==> config.mk <==
export PLATFORM = sky130hd
export DESIGN_NAME = wb_uart_tx_slave
export DESIGN_NICKNAME = d
export VERILOG_FILES = /design/src/rtl/wb_uart_tx_slave.sv
export SDC_FILE = /design/constraint.sdc
export NUM_CORES = 1
export LEC_CHECK = 0
export CORE_UTILIZATION = 61
export DETAILED_ROUTE_END_ITERATION = 6
export PLACE_DENSITY = 0.87
export SYNTH_ARGS = -nofsm -noshare
export SYNTH_HDL_FRONTEND = slang
export SYNTH_SLANG_ARGS = --single-unit
==> constraint.sdc <==
create_clock -name clk -period 8.1 [get_ports clk]
set_input_delay 1.215 -clock clk [delete_from_list [all_inputs] [get_ports clk]]
set_output_delay 1.215 -clock clk [all_outputs]
set_load 0.03 [all_outputs]
==> src/rtl/wb_uart_tx_slave.sv <==
// wb_uart_tx_slave
//   Wishbone classic-cycle UART transmitter slot. CPU writes bytes into a
//   small TX FIFO; a bit-timer FSM serialises them as 8N1 on uart_tx.
//
//   Ports:
//     clk, rst          system clock, asynchronous active-high reset
//     wb_cyc, wb_stb    bus cycle / strobe
//     wb_we             1 = write, 0 = read
//     wb_addr[1:0]      register select: 0 TXDATA, 1 STATUS, 2 DIVISOR, 3 reserved
//     wb_data_in[31:0]  write data
//     wb_data_out[31:0] registered read data (0 on write acks, holds otherwise)
//     wb_ack            registered one-cycle acknowledge
//     uart_tx           serial output, idle high
//     tx_irq            high while FIFO empty and transmitter idle
module wb_uart_tx_slave #(
    parameter int CLK_DIV_DEFAULT = 868,
    parameter int FIFO_DEPTH      = 8
) (
    input  logic        clk,
    input  logic        rst,
    input  logic        wb_cyc,
    input  logic        wb_stb,
    input  logic        wb_we,
    input  logic [1:0]  wb_addr,
    input  logic [31:0] wb_data_in,
    output logic [31:0] wb_data_out,
    output logic        wb_ack,
    output logic        uart_tx,
    output logic        tx_irq
);
    localparam int PW = (FIFO_DEPTH > 1) ? $clog2(FIFO_DEPTH) : 1;
    localparam int CW = PW + 1;

    typedef enum logic [1:0] {IDLE, START, DATA, STOP} state_t;
    state_t state_q, state_d;

    logic [7:0]    mem [FIFO_DEPTH];
    logic [PW-1:0] wr_ptr, rd_ptr;
    logic [CW-1:0] count, count_d;
    logic [15:0]   divisor, frame_div, timer;
    logic [7:0]    shreg;
    logic [2:0]    bitcnt;
    logic          overflow;
    logic [31:0]   rdata;

    logic req, wr_txdata, wr_status, wr_div;
    logic fifo_full, fifo_empty, push, pop, timer_done;

    logic unused_bits;
    assign unused_bits = ^wb_data_in[31:16];

    // A request is taken only on the edge where ack rises, so each
    // transfer has exactly one side effect.
    assign req        = wb_cyc & wb_stb & ~wb_ack;
    assign wr_txdata  = req & wb_we & (wb_addr == 2'd0);
    assign wr_status  = req & wb_we & (wb_addr == 2'd1);
    assign wr_div     = req & wb_we & (wb_addr == 2'd2);
    assign fifo_full  = (count == CW'(FIFO_DEPTH));
    assign fifo_empty = (count == '0);
    assign push       = wr_txdata & ~fifo_full;
    assign timer_done = (timer == 16'd0);

    // next-state logic
    always_comb begin
        state_d = state_q;
        pop     = 1'b0;
        case (state_q)
            IDLE:  if (!fifo_empty) begin
                       pop     = 1'b1;
                       state_d = START;
                   end
            START: if (timer_done) state_d = DATA;
            DATA:  if (timer_done && bitcnt == 3'd7) state_d = STOP;
            STOP:  if (timer_done) state_d = IDLE;
            default: state_d = IDLE;
        endcase
    end

    always_ff @(posedge clk or posedge rst) begin
        if (rst) state_q <= IDLE;
        else     state_q <= state_d;
    end

    always_comb begin
        count_d = count;
        if (push && !pop)      count_d = count + CW'(1);
        else if (!push && pop) count_d = count - CW'(1);
    end

    // read mux reflects pre-edge state
    always_comb begin
        rdata = '0;
        case (wb_addr)
            2'd1: begin
                rdata[0]    = (state_q != IDLE);
                rdata[1]    = fifo_full;
                rdata[2]    = fifo_empty;
                rdata[3]    = overflow;
                rdata[12:8] = 5'(count);
            end
            2'd2:    rdata[15:0] = divisor;
            default: rdata = '0;
        endcase
    end

    // bus side and registers
    always_ff @(posedge clk or posedge rst) begin
        if (rst) begin
            wb_ack      <= 1'b0;
            wb_data_out <= '0;
            divisor     <= 16'(CLK_DIV_DEFAULT);
            overflow    <= 1'b0;
        end else begin
            wb_ack <= req;
            if (req) wb_data_out <= wb_we ? 32'd0 : rdata;
            if (wr_div)
                divisor <= (wb_data_in[15:0] == 16'd0) ? 16'd1 : wb_data_in[15:0];
            // full is judged before any same-edge pop
            if (wr_txdata && fifo_full)          overflow <= 1'b1;
            else if (wr_status && wb_data_in[3]) overflow <= 1'b0;
        end
    end

    // FIFO storage needs no reset
    always_ff @(posedge clk) begin
        if (push) mem[wr_ptr] <= wb_data_in[7:0];
    end

    always_ff @(posedge clk or posedge rst) begin
        if (rst) begin
            wr_ptr <= '0;
            rd_ptr <= '0;
            count  <= '0;
        end else begin
            if (push) wr_ptr <= wr_ptr + PW'(1);
            if (pop)  rd_ptr <= rd_ptr + PW'(1);
            count <= count_d;
        end
    end

    // bit timer / shifter; the divisor is latched per frame so a
    // mid-frame divisor write only affects the following frame
    always_ff @(posedge clk or posedge rst) begin
        if (rst) begin
            shreg     <= '0;
            frame_div <= 16'd1;
            timer     <= '0;
            bitcnt    <= '0;
        end else if (pop) begin
            shreg     <= mem[rd_ptr];
            frame_div <= divisor;
            timer     <= divisor - 16'd1;
            bitcnt    <= '0;
        end else if (state_q != IDLE) begin
            if (timer_done) begin
                timer <= frame_div - 16'd1;
                if (state_q == DATA) begin
                    shreg  <= shreg >> 1;
                    bitcnt <= bitcnt + 3'd1;
                end
            end else begin
                timer <= timer - 16'd1;
            end
        end
    end

    // uart_tx is registered from the current state, so the line lags the
    // FSM by one cycle; the IDLE cycle that pops gives the inter-frame gap.
    always_ff @(posedge clk or posedge rst) begin
        if (rst) begin
            uart_tx <= 1'b1;
            tx_irq  <= 1'b1;
        end else begin
            case (state_q)
                START:   uart_tx <= 1'b0;
                DATA:    uart_tx <= shreg[0];
                default: uart_tx <= 1'b1;
            endcase
            tx_irq <= (count_d == '0) && (state_d == IDLE);
        end
    end
endmodule

==> metrics.txt <==
fin util=~72%; HP Class=register to register; pre-CTS setup slack=between 2 and 3 ns; All-Layer GR Usage=29.8%; Setup Fix Bufs, Post-CTS=0; Remaining DRCs=0; initial antenna violation count=0; TritonCTS clock tree=built; cell taking the most area after synthesis=dfrtp_1; Max Cap Violations=0; endpoints failing setup=0; area share of the largest cell type after synthesis=about 29%; later-pin clock latency in the skew report=roughly 0.44 ns; Design Power=approximately 2700 uW; multi-input logic area=about 2800 um^2; Detailed Place HPWL=11,000 um; Die W=~110 um; Die Ht=approximately 110 um; R2R Path End=mem[1][3]; FF+latch area=roughly 4200 um^2; # rows=39; Critical Path Fanout Max=23; max-slew violations=0; R2R Setup Slk=around 4 ns; pin count of the biggest net entering global routing=65; Main synth FF type=dfrtp_1; Crit path arrival time=around 5 ns; routed wire length=roughly 18,000 um; Post-Syn Instances=616; Crit. End Element=register; first-pass GRT wire length=27,800 um; status=completed; die area=~12,000 um^2; Wirelength per Cell=approximately 22 um; gr ovfl total=0; Inserted Clock Buffers=17; Fin. Hold Viols=0; routability cong.=0.858; number of synthesized flops with an enable pin=64; RSZ-0062 raised after global routing=false; Critical Path Source=wb_stb; VDD IR-drop max=about 0.00037 V; I/O pin total=74; asr flop ratio synth=between 50 and 60%; PD cells=331 nW/um^2; vias in the first global route=between 5,000 and 6,000; r2r startpoint=wb_ack; Ant. Diodes=0; drt pass-1 iters=6; # fillers=678; TritonCTS Sinks=155; clk root buf=clkbuf_16; Area Growth Syn to Fin=14.4%; Hold-fix buffers, CTS=0; CP startpoint kind=input port; Syn Area/Cell=between 10 and 15 um^2; Worst slew margin=about 17%; Max Clk Rate=0.204 GHz; Critical Path End=mem[1][3]; Layout Nets=approximately 700; Area contributors post-synth=dfrtp_1 29%, edfxtp_1 27%, nand2_1 6.5%, mux4_2 5.0%, dfstp_2 2.9%; Starting Density=a little over three fifths; vias=5,308; I/O Buffers=41; post-CTS sizing=0; antenna-violating nets left=0; synthesized area=between 7000 and 8000 um^2; Fin Setup TNS=0 ns; Syn. warnings=0; worst setup margin=between 3 and 4 ns; leakage=about 0.0033 uW; clk_skew=0.0111 ns; Period minus WS final=4.90 ns; Reg2Reg Depth=6; Max clock buf depth=2; Core Region=roughly 11,000 um^2; Synth Register Bits=155; period utilization=60.5%; H-tree Lvls=4; commonest non-fill, non-tap cell in the layout=nand2_1; Reg clk slew, reported paths=~0.06 ns; most frequent cells in the layout=125 x nand2_1, 83 x dfrtp_1, 64 x edfxtp_1; WS Path Type=input port to register; vias per std cell=about 6.6; worst-margin pin slew=roughly 1.2 ns; sequential area share after synthesis=58.2%; layout cells sized above 1=approximately an eighth; post-synthesis cell type count=69; First DRT Iteration DRCs=612; hold_ws=roughly 0.47 ns; WP data required=8.15 ns
==> critical path, stage by stage <==
cell and delay [ns]:
clkdlybuf4s50_1 0.46, nand3b_1 0.57, inv_1 0.63, nand4_1 0.59, inv_1 0.34, nand2_1 0.18, nor3_1 0.97
==> how the worst min path moves through the flow <==
stage / from / end / slack [ns] / cells past startpoint
floorplan: frame_div[14] / frame_div[14] / 0.44 / 2
global placement: frame_div[14] / frame_div[14] / 0.45 / 2
detailed placement: wb_data_out[14] / wb_data_out[14] / 0.46 / 2
CTS: wb_data_out[14] / wb_data_out[14] / 0.47 / 2
global route: frame_div[0] / frame_div[0] / 0.49 / 2
finish: wb_data_out[13] / wb_data_out[13] / 0.47 / 2
==> synthesized netlist by cell type, types with 3 or more instances <==
cell type,count
a211oi_1,8
a21oi_1,15
a22o_1,14
a22oi_1,5
a311oi_1,3
a31oi_1,15
buf_1,6
buf_4,17
buf_6,3
clkbuf_1,18
dfrtp_1,83
dfstp_2,8
edfxtp_1,64
ha_1,10
inv_1,9
mux2_2,8
mux2i_1,4
mux4_2,16
nand2_1,125
nand2b_1,4
nand3_1,19
nand3b_1,3
nand4_1,3
nor2_1,27
nor2b_1,9
nor3_1,10
nor4_1,9
o211ai_1,3
o21ai_0,17
o21ai_1,6
o31ai_1,8
or3_1,4
or4_1,5
xnor2_1,9
xor2_1,6
==> metrics by stage <==
stage | cells | instance area (um^2)
2_1_floorplan | 631 | 7290
3_3_place_gp | 771 | 7630
3_5_place_dp | 771 | 7630
4_1_cts | 803 | 8270
5_1_grt | 803 | 8270
6_report | 803 | 8270
==> registers in the layout, indices dropped and copies added, names as in the netlist <==
name,cells
wb_data_out,16
mem,64
count,4
tx_irq,1
divisor,16
frame_div,16
wr_ptr,3
timer,16
wb_ack,1
bitcnt,3
overflow,1
rd_ptr,3
uart_tx,1
shreg,8
state_q,2
==> area by class of cell <==
class	count	share of cell area, %
clock buffers	18	5.31
clock inverters	14	2.46
inverters	9	0.423
multi-input cells	421	33.6
flip-flops and latches	155	50.9
well taps	143	2.16
repair buffers	43	5.14
==> routing by layer <==
metal	vias to the layer above	wire length [um]	track usage, %
met3	63	1610	7.16
met2	355	8660	47.5
li1	2296	-	-
met4	0	545	13.2
met1	2594	6730	39.2
met5	-	0	0
==> logic make-up after synthesis <==
group / synth area share [%]
xor gates and xnor gates: 1.82
buffers and inverters: 4.08
AOI/OAI and AO/OA: 11.2
other: 0.0519
DFF: 58.2
and+or+nand+nor: 16.1
muxes: 6.78
adders and majority gates: 1.73
==> power breakdown <==
| group | leakage [uW] | internal, uW | total (uW) | switching (uW) |
|---|---|---|---|---|
| combinational | 0.00130 | 321 | 691 | 370 |
| clock | 0.000315 | 509 | 863 | 354 |
| sequential | 0.00171 | 974 | 1190 | 212 |
Note: power is estimated with default switching activity, not from simulation.
